[src/rtl/uart_tx.sv]
// UART transmitter: serialises bytes from a valid/ready source onto uart_txd,
// with a one-entry holding buffer and active-low CTS flow control at frame boundaries.
module uart_tx #(
  parameter int unsigned BIT_RATE     = 9600,
  parameter int unsigned CLK_HZ       = 50_000_000,
  parameter int unsigned PAYLOAD_BITS = 8,
  parameter int unsigned STOP_BITS    = 1
) (
  input  logic                    clk,
  input  logic                    reset,
  output logic                    uart_txd,
  input  logic                    uart_cts,
  input  logic                    uart_tx_valid,
  output logic                    uart_tx_ready,
  input  logic [PAYLOAD_BITS-1:0] uart_tx_data,
  output logic                    uart_tx_busy
);

  localparam int unsigned BIT_NS         = 1_000_000_000 / BIT_RATE;
  localparam int unsigned CLK_NS         = 1_000_000_000 / CLK_HZ;
  localparam int unsigned CYCLES_PER_BIT = BIT_NS / CLK_NS;
  localparam int unsigned CNT_W          = $clog2(CYCLES_PER_BIT);
  localparam int unsigned IDX_W          = (PAYLOAD_BITS > 1) ? $clog2(PAYLOAD_BITS) : 1;

  localparam logic [CNT_W-1:0] CNT_LAST  = CNT_W'(CYCLES_PER_BIT - 1);
  localparam logic [IDX_W-1:0] IDX_LAST  = IDX_W'(PAYLOAD_BITS - 1);
  localparam logic             STOP_LAST = 1'(STOP_BITS - 1);

  typedef enum logic [1:0] {
    IDLE  = 2'd0,
    START = 2'd1,
    DATA  = 2'd2,
    STOP  = 2'd3
  } state_t;

  state_t                  state, state_n;
  logic [CNT_W-1:0]        cnt, cnt_n;
  logic [IDX_W-1:0]        idx, idx_n;
  logic                    stop_idx, stop_idx_n;
  logic [PAYLOAD_BITS-1:0] shift, shift_n, shift_dn;
  logic [PAYLOAD_BITS-1:0] buf_data, buf_data_n;
  logic                    buf_full, buf_full_n;
  logic                    txd_n, ready_n, busy_n;
  logic                    cts_meta, cts_s;
  logic                    bit_done, accept, take;

  // Two-flop synchroniser for the asynchronous far-end CTS; idles deasserted.
  always_ff @(posedge clk) begin
    if (reset) begin
      cts_meta <= 1'b1;
      cts_s    <= 1'b1;
    end else begin
      cts_meta <= uart_cts;
      cts_s    <= cts_meta;
    end
  end

  always_ff @(posedge clk) begin
    if (reset) begin
      state <= IDLE;
    end else begin
      state <= state_n;
    end
  end

  always_ff @(posedge clk) begin
    if (reset) begin
      cnt           <= '0;
      idx           <= '0;
      stop_idx      <= 1'b0;
      shift         <= '0;
      buf_data      <= '0;
      buf_full      <= 1'b0;
      uart_txd      <= 1'b1;
      uart_tx_ready <= 1'b1;
      uart_tx_busy  <= 1'b0;
    end else begin
      cnt           <= cnt_n;
      idx           <= idx_n;
      stop_idx      <= stop_idx_n;
      shift         <= shift_n;
      buf_data      <= buf_data_n;
      buf_full      <= buf_full_n;
      uart_txd      <= txd_n;
      uart_tx_ready <= ready_n;
      uart_tx_busy  <= busy_n;
    end
  end

  assign bit_done = (cnt == CNT_LAST);
  assign shift_dn = shift >> 1;
  assign accept   = uart_tx_valid && uart_tx_ready;

  always_comb begin
    state_n    = state;
    cnt_n      = bit_done ? '0 : cnt + 1'b1;
    idx_n      = idx;
    stop_idx_n = stop_idx;
    shift_n    = shift;
    txd_n      = uart_txd;
    take       = 1'b0;

    case (state)
      IDLE: begin
        cnt_n = '0;
        txd_n = 1'b1;
        if (buf_full && !cts_s) begin
          take = 1'b1;
        end
      end
      START: begin
        if (bit_done) begin
          state_n = DATA;
          txd_n   = shift[0];
          idx_n   = '0;
        end
      end
      DATA: begin
        if (bit_done) begin
          if (idx == IDX_LAST) begin
            state_n    = STOP;
            txd_n      = 1'b1;
            stop_idx_n = 1'b0;
          end else begin
            shift_n = shift_dn;
            txd_n   = shift_dn[0];
            idx_n   = idx + 1'b1;
          end
        end
      end
      STOP: begin
        txd_n = 1'b1;
        if (bit_done) begin
          if (stop_idx == STOP_LAST) begin
            // Frame boundary: chain straight into the next frame when allowed.
            if (buf_full && !cts_s) begin
              take = 1'b1;
            end else begin
              state_n = IDLE;
            end
          end else begin
            stop_idx_n = stop_idx + 1'b1;
          end
        end
      end
      default: begin
        state_n = IDLE;
        txd_n   = 1'b1;
      end
    endcase

    if (take) begin
      state_n = START;
      shift_n = buf_data;
      txd_n   = 1'b0;
      cnt_n   = '0;
    end

    // A new accept on the same edge as a take leaves the buffer full.
    buf_full_n = accept || (buf_full && !take);
    buf_data_n = accept ? uart_tx_data : buf_data;
    ready_n    = !buf_full_n;
    busy_n     = (state_n != IDLE) || buf_full_n;
  end

endmodule

[config.mk]
export PLATFORM = sky130hd
export DESIGN_NAME = uart_tx
export DESIGN_NICKNAME = d
export VERILOG_FILES = /design/src/rtl/uart_tx.sv
export SDC_FILE = /design/constraint.sdc
export NUM_CORES = 1
export LEC_CHECK = 0
export ABC_CLOCK_PERIOD_IN_PS = 2800
export BUFFER_PORTS_ARGS = -buffer_cell sky130_fd_sc_hd__buf_2
export CORE_UTILIZATION = 40
export DETAILED_ROUTE_END_ITERATION = 8
export GPL_ROUTABILITY_DRIVEN = 0
export GPL_TIMING_DRIVEN = 0
export PLACE_DENSITY_LB_ADDON = 0.3
export RECOVER_POWER = 50
export SLEW_MARGIN = 20
export SYNTH_ARGS = -nofsm -noshare
export SYNTH_HDL_FRONTEND = slang
export SYNTH_SLANG_ARGS = --single-unit
[constraint.sdc]
create_clock -name clk -period 2.8 [get_ports clk]
set_input_delay 0.14 -clock clk [delete_from_list [all_inputs] [get_ports clk]]
set_output_delay 0.14 -clock clk [all_outputs]
set_load 0.01 [all_outputs]
==> metrics.txt, run 1 <==
run status=complete, no violations; met1 wire length=1.943 mm; WL met2=1.356 mm; clock sink total=40; Cell variety after synth=42; critical path's largest stage delay=0.37 ns; Slowest cell on crit path=dfxtp_1; post-synth top area cell=dfxtp_1; asr flop ratio synth=0%; Antenna Cells=0; metal3 WL=109 um; post-CTS setup buffers=0; IO buf count=12; crit start category=flop; worst vdd ir=0.2872 mV; worst-path fanout max=9; layout cells sized above 1=10.76%; setup_tns=0 ns; Clock Path Buffers=2; hold_buf cts=0; initial antenna violation count=0; first-pass GRT wire length=6.141 mm; most frequent cells in the layout=40 x dfxtp_1, 25 x nor2_1, 15 x nand3_1, 15 x nand2_1; Logic pwr share=12.0%; Sw Share=26.80%; Horiz. Die Dim=69.63 um; Max Slew Vio Count=0; hold path depth=2; Tightest Hold Check Type=in -> reg; Post-DP HPWL=2.407 mm; detailed-route via count=1461; H-tree Lvls=2; Hold Path End=cts_meta$_SDFF_PP1_; starting density of the core=41.72%; post-cts sizing count=0; critical path endpoint category=flop; DRT iter0 DRCs=70; clock share of power=35.0%; post-synthesis cell area=1829 sq um; syn avg cell area=9.011 sq um; top cells by area, synth=dfxtp_1 44%, nor2_1 5.1%, ha_1 4.8%; Top FF cell, synth=dfxtp_1; clk_lat worst skew=0.29 ns; data arrival time of the critical path=2.42 ns; Syn Inst Count=203; Filler cells=428; vias in the first global route=1353; Die Area=4848 sq um; CP startpoint=cnt[0]$_SDFF_PP0_; uppermost layer routed=met4; Root Driver=clkbuf_8; Num CTS Buffers=5; Congestion Overflow GR=0; share of the synthesized area in the top cell type=43.78%; Crit Reg-Reg Endpoint=uart_tx_busy$_SDFF_PP0_; num ports=15; commonest non-fill, non-tap cell in the layout=dfxtp_1; Tcrit/Tclk final=80.00%; CTS tree=done; core area=4384 sq um; Post-synth EDFFs=0; # setup viols final=0; fin nets=241; critical path class=reg -> reg; max_cap viols=0; Final min period=2.240 ns; clock slew at reported path FFs=0.08 ns; drt total wl=3.477 mm; R2R setup slack=0.56 ns; DRC viols=0; Net Sw Power=0.0003116 W; die height=69.63 um; sequential share of the synthesized area=43.78%; CP Cell Sequence=ha_1, and4b_1, nand4_1, a211o_1, buf_2, o311a_1, or3_1; RSZ-0062 raised after global routing=false; relative max-transition margin=53.73%; Pint=0.0008510 W; Worst Max-Slew Pin Slew=0.6889 ns; DR vias/cell=5.313; Fin. Hold Viols=0; Synth Register Bits=40; routed wire length per instance=12.64 um; Syn. warnings=0; Peak Freq=446.4 MHz; # rows=24; Final Skew=0.005966 ns; pwr dens=567.6 nW/um^2; Synth-to-Final Area Change=11.97%; worst reg2reg startpoint=cnt[0]$_SDFF_PP0_; Antenna Violating Nets Remaining=0; worst hold start=uart_cts; LEAKAGE=0.7327 nW; Global Route Usage Sum=15.75%; total power=0.001163 W; Crit path required time=2.98 ns; worst r2r path cells=7; TritonRoute pass-1 iters=4; syn_nets=222; Sequential Power Share=53.1%; largest net degree at the start of global routing=14
==> critical path: cells and delay by family (launching register included) <==
kind / cells / cell delay [ns]
compound gates: 2 / 0.46
fa+ha+maj: 1 / 0.25
buf+inv: 1 / 0.18
flops: 1 / 0.37
simple gates: 3 / 0.86
==> layout make-up <==
cell class | instances | area (sq um) | share of cell area, %
multi-input cells | 146 | 963.4 | 47.04
flip-flops and latches | 40 | 800.8 | 39.10
clock buffers | 6 | 82.58 | 4.032
well taps | 52 | 65.06 | 3.177
repair buffers | 12 | 56.30 | 2.749
plain buffers | 10 | 38.79 | 1.894
inverters | 7 | 26.28 | 1.283
clock inverters | 2 | 15.01 | 0.7330
==> per-stage QoR <==
stage	std cells	cell area, sq um	hold slack [ns]	setup WS, ns	utilization [%]
5_1_grt	275	2048	0.01358	0.3733	46.72
3_5_place_dp	267	1954	0.3258	0.6151	44.58
6_report	275	2048	0.02529	0.5599	46.72
3_3_place_gp	267	1954	0.3237	0.6290	44.58
4_1_cts	275	2052	0.01504	0.5831	46.80
2_1_floorplan	203	1829	0.2438	0.8420	-
==> flip-flops by register name, summed over array words and instances, names as in the netlist, 2 cells and up <==
register,cells
buf_data,8
cnt,13
shift,8
idx,3
state,2
==> cells in the mapped netlist (all sizes together) (2+ instances only) <==
master / count
a41oi: 2
ha: 7
nor2: 25
mux2i: 8
nor3: 3
or2: 2
a211oi: 8
nand4: 4
clkbuf: 9
and2: 3
or3: 2
nand2: 15
and3: 2
xor2: 6
nand2b: 2
xnor2: 5
inv: 7
a21oi: 12
dfxtp: 40
o21ai: 6
nand3: 15
==> worst max-delay path by stage <==
stage | to | slack (ns) | cells after the start
6_report | uart_tx_busy$_SDFF_PP0_ | 0.56 | 7
2_1_floorplan | uart_tx_busy$_SDFF_PP0_ | 0.84 | 7
5_1_grt | shift[0]$_SDFFE_PP0P_ | 0.37 | 7
4_1_cts | uart_tx_busy$_SDFF_PP0_ | 0.58 | 7
3_5_place_dp | shift[5]$_SDFFE_PP0P_ | 0.62 | 8
3_3_place_gp | uart_tx_busy$_SDFF_PP0_ | 0.63 | 7
==> per-layer routing <==
layer	track usage [%]	vias up
met1	23.11	679
met4	6.667	0
met3	3.924	6
li1	-	753
met5	0	-
met2	21.79	23
==> power groups by stage <==
stage	combinational [W]	sequential, W	clock, W
6_report	0.000139	0.000617	0.000407
5_1_grt	0.000160	0.000622	0.000439
4_1_cts	0.000142	0.000616	0.000417
3_5_place_dp	0.000141	0.000630	0
3_3_place_gp	0.000139	0.000630	0
2_1_floorplan	0.0000970	0.000631	0
==> cell families after synthesis <==
logic type / synth area share (%)
AO/OA/AOI/OAI: 14.16
XOR/XNOR: 5.267
adder cells (fa/ha/maj): 4.788
buffers and inverters: 3.557
flip-flops: 43.78
multiplexers: 4.378
AND/OR/NAND/NOR: 24.08
Power figures use the tool's default switching activity.
==> run 2: changes to the inputs <==
ABC_AREA = 1   (was unset)
ABC_CLOCK_PERIOD_IN_PS = 1900   (was 2800)
clock period = 1.9 ns   (was 2.8 ns; I/O delays follow)
==> metrics.txt, run 2 <==
most frequent cells in the layout=60 x nand2_1, 40 x dfxtp_1, 35 x nor2_1; vias in the first global route=1560 (+15%); starting density of the core=42.60% (+0.87 points); worst hold start=uart_tx_data[3]; Congestion Overflow GR=0 (unchanged); num ports=15 (unchanged); worst r2r path cells=9 (+2); first-pass GRT wire length=6.396 mm (+4.2%); critical path endpoint category=flop; hold path depth=3 (+1); Post-synth top cells=59 x nand2_1, 40 x dfxtp_1, 34 x inv_1, 34 x nor2_1, 22 x o21ai_0; Crit Reg-Reg Endpoint=uart_tx_busy$_SDFF_PP0_; Cell variety after synth=27 (-36%); Top reg by flops=cnt; max FFs per register=13 (unchanged); data arrival time of the critical path=1.93 ns (-0.49 ns); fin nets=307 (+27%); Hold Path End=buf_data[3]$_SDFFE_PP0P_; Die Area=5012 sq um (+3.4%); Post-synth EDFFs=0 (unchanged); Global Route Usage Sum=15.99% (+0.23 points); IO buf count=14 (+2); commonest non-fill, non-tap cell in the layout=nand2_1; Post-DP HPWL=2.602 mm (+8.1%); Root Driver=clkbuf_8; Synth-to-Final Area Change=13.35%; Regs by FF count=cnt: 13 flops, buf_data: 8 flops, shift: 8 flops; worst-path fanout max=10 (+1); Syn Inst Count=266 (+31%); most frequent cell after synthesis=nand2_1; Final min period=1.752 ns (-0.4883 ns); most crowded layer after global routing=met2; Top FF cell, synth=dfxtp_1; CTS tree=done; Fin. Hold Viols=0 (unchanged); detailed-route via count=1609 (+10%); # rows=24 (unchanged); relative max-transition margin=74.40% (+21 points); post-synthesis cell area=1893 sq um (+3.5%); post-synth top area cell=dfxtp_1; R2R setup slack=0.15 ns (-0.41 ns); DRT iter0 DRCs=32 (-54%); clock slew at reported path FFs=0.08 ns (about the same); Worst Max-Slew Pin Slew=0.3839 ns (-0.3050 ns); DRC viols=0 (unchanged); post-CTS setup buffers=0 (unchanged); worst vdd ir=0.4745 mV (+65%); Synth Register Bits=40 (unchanged); top cells by area, synth=dfxtp_1 42%, nand2_1 12%, inv_1 6.7%; Crit path required time=2.08 ns (-0.90 ns); core area=4444 sq um (+1.4%); worst reg2reg startpoint=state[0]$_SDFF_PP0_; setup_tns=0 ns (unchanged); largest net degree at the start of global routing=14 (unchanged); syn avg cell area=7.117 sq um (-21%); Tightest Hold Check Type=in -> reg; run status=complete, no violations; Setup WS post-layout=0.1482 ns (-0.4117 ns); pwr dens=853.0 nW/um^2 (+50%); Horiz. Die Dim=70.80 um (+1.7%); Max Slew Vio Count=0 (unchanged); TritonRoute pass-1 iters=4 (unchanged); layout cells sized above 1=13.15% (+2.4 points); Num CTS Buffers=5 (unchanged); max_cap viols=0 (unchanged); GR Util met1=18.54% (-4.6 points); critical path class=reg -> reg; GR met2 Demand/Resource=28.21% (+6.4 points); total power=0.001830 W (+57%); crit start category=flop; # setup viols final=0 (unchanged); sequential share of the synthesized area=42.30% (-1.5 points); Tcrit/Tclk final=92.20% (+12 points); drt total wl=3.446 mm (-0.89%); Syn. warnings=0 (unchanged); share of the synthesized area in the top cell type=42.30% (-1.5 points); initial antenna violation count=0 (unchanged); Hold WS=0.04857 ns (+0.02329 ns); Clock Path Buffers=2 (unchanged); RSZ-0062 raised after global routing=false; syn_nets=285 (+28%); H-tree Lvls=2 (unchanged); Peak Freq=570.8 MHz (+28%); DR vias/cell=4.718 (-11%); routed wire length per instance=10.11 um (-20%); Placement Cell Area=2028 sq um (+3.8%); Antenna Cells=0 (unchanged); pre-CTS setup slack=0.02224 ns (-0.5928 ns); Final Skew=0.008228 ns (+0.002262 ns); fin area=2146 sq um (+4.8%); GRT met3 Usage=3.989% (+0.064 points); clk_lat worst skew=0.29 ns (about the same); Antenna Violating Nets Remaining=0 (unchanged); clock sink total=40 (unchanged); asr flop ratio synth=0% (unchanged); LEAKAGE=0.9582 nW (+31%); die height=70.80 um (+1.7%)
## run 2: cell count changes after synthesis, moves of 6 or more
cell,previous run,this run
nand2_1,15,59
inv_1,7,34
o21ai_0,5,22
nor2_1,25,34
clkbuf_1,9,1
mux2i_1,8,0
a211oi_1,8,1
xor2_1,6,0
## run 2: metrics by stage
stage               util (%)  cells
global placement       45.64    332
floorplan                  -    266
detailed placement     45.64    332
global route           48.28    341
finish                 48.28    341
CTS                    48.37    341
## run 2: cells by family (layout without fill, tap and decap cells)
| logic type | Yosys count | in the layout | synth area share (%) |
|---|---|---|---|
| and+or+nand+nor | 135 | 135 | 31.86 |
| adders and majority gates | 7 | 7 | 4.626 |
| DFF | 40 | 40 | 42.30 |
| AOI/OAI and AO/OA | 42 | 42 | 12.36 |
| buffers and inverters | 42 | 65 | 8.856 |
## run 2: critical path, stage by stage, from the launching register on
cell and delay (ns):
dfxtp_1 0.41, inv_1 0.10, ha_1 0.32, nor2_1 0.10, o21ai_1 0.12, a21oi_4 0.19
buf_6 0.16, nor3_1 0.05, nand2_1 0.10, nand3_1 0.08
## run 2: worst max-delay path by stage
stage,slack [ns],start,endpoint,cells past startpoint
after floorplan,0.29,state[1]$_SDFF_PP0_,shift[2]$_SDFFE_PP0P_,10
after global placement,0.08,state[1]$_SDFF_PP0_,shift[2]$_SDFFE_PP0P_,10
after detailed placement,0.02,state[0]$_SDFF_PP0_,shift[2]$_SDFFE_PP0P_,10
after CTS,0.02,state[0]$_SDFF_PP0_,shift[2]$_SDFFE_PP0P_,10
after global routing,0.02,state[1]$_SDFF_PP0_,shift[4]$_SDFFE_PP0P_,11
final,0.15,state[0]$_SDFF_PP0_,uart_tx_busy$_SDFF_PP0_,9
## run 2: what timing repair did
| action | in CTS | in global routing |
|---|---|---|
| endpoints found under the hold margin | 1 | 0 |
| resized for setup | 0 | 2 |
| setup endpoints to repair | 0 | 10 |
| hold buffers | 1 | 0 |
## run 2: power breakdown
| group | total (W) | internal, W | leakage [nW] | switching [W] |
|---|---|---|---|---|
| clock | 0.000677 | 0.000388 | 0.0541 | 0.000288 |
| sequential | 0.000908 | 0.000881 | 0.326 | 0.0000264 |
| combinational | 0.000246 | 0.0000880 | 0.578 | 0.000158 |
| total | 0.00183 | 0.00136 | 0.958 | 0.000473 |
## run 2: metal layers
layer  vias up  routed length, um
met5         -                  0
met4         0                 42
met3         4                102
met2        25               1611
met1       692               1689
li1        888                  -
## run 2: final cells by class
class,count,area (sq um)
fill,495,2298
multi-input combinational,184,924.6
sequential,40,800.8
inverter,38,142.6
timing repair buffer,15,76.32
clock buffer,5,68.82
tap,52,65.06
clock inverter,3,42.54
buffer,4,25.02
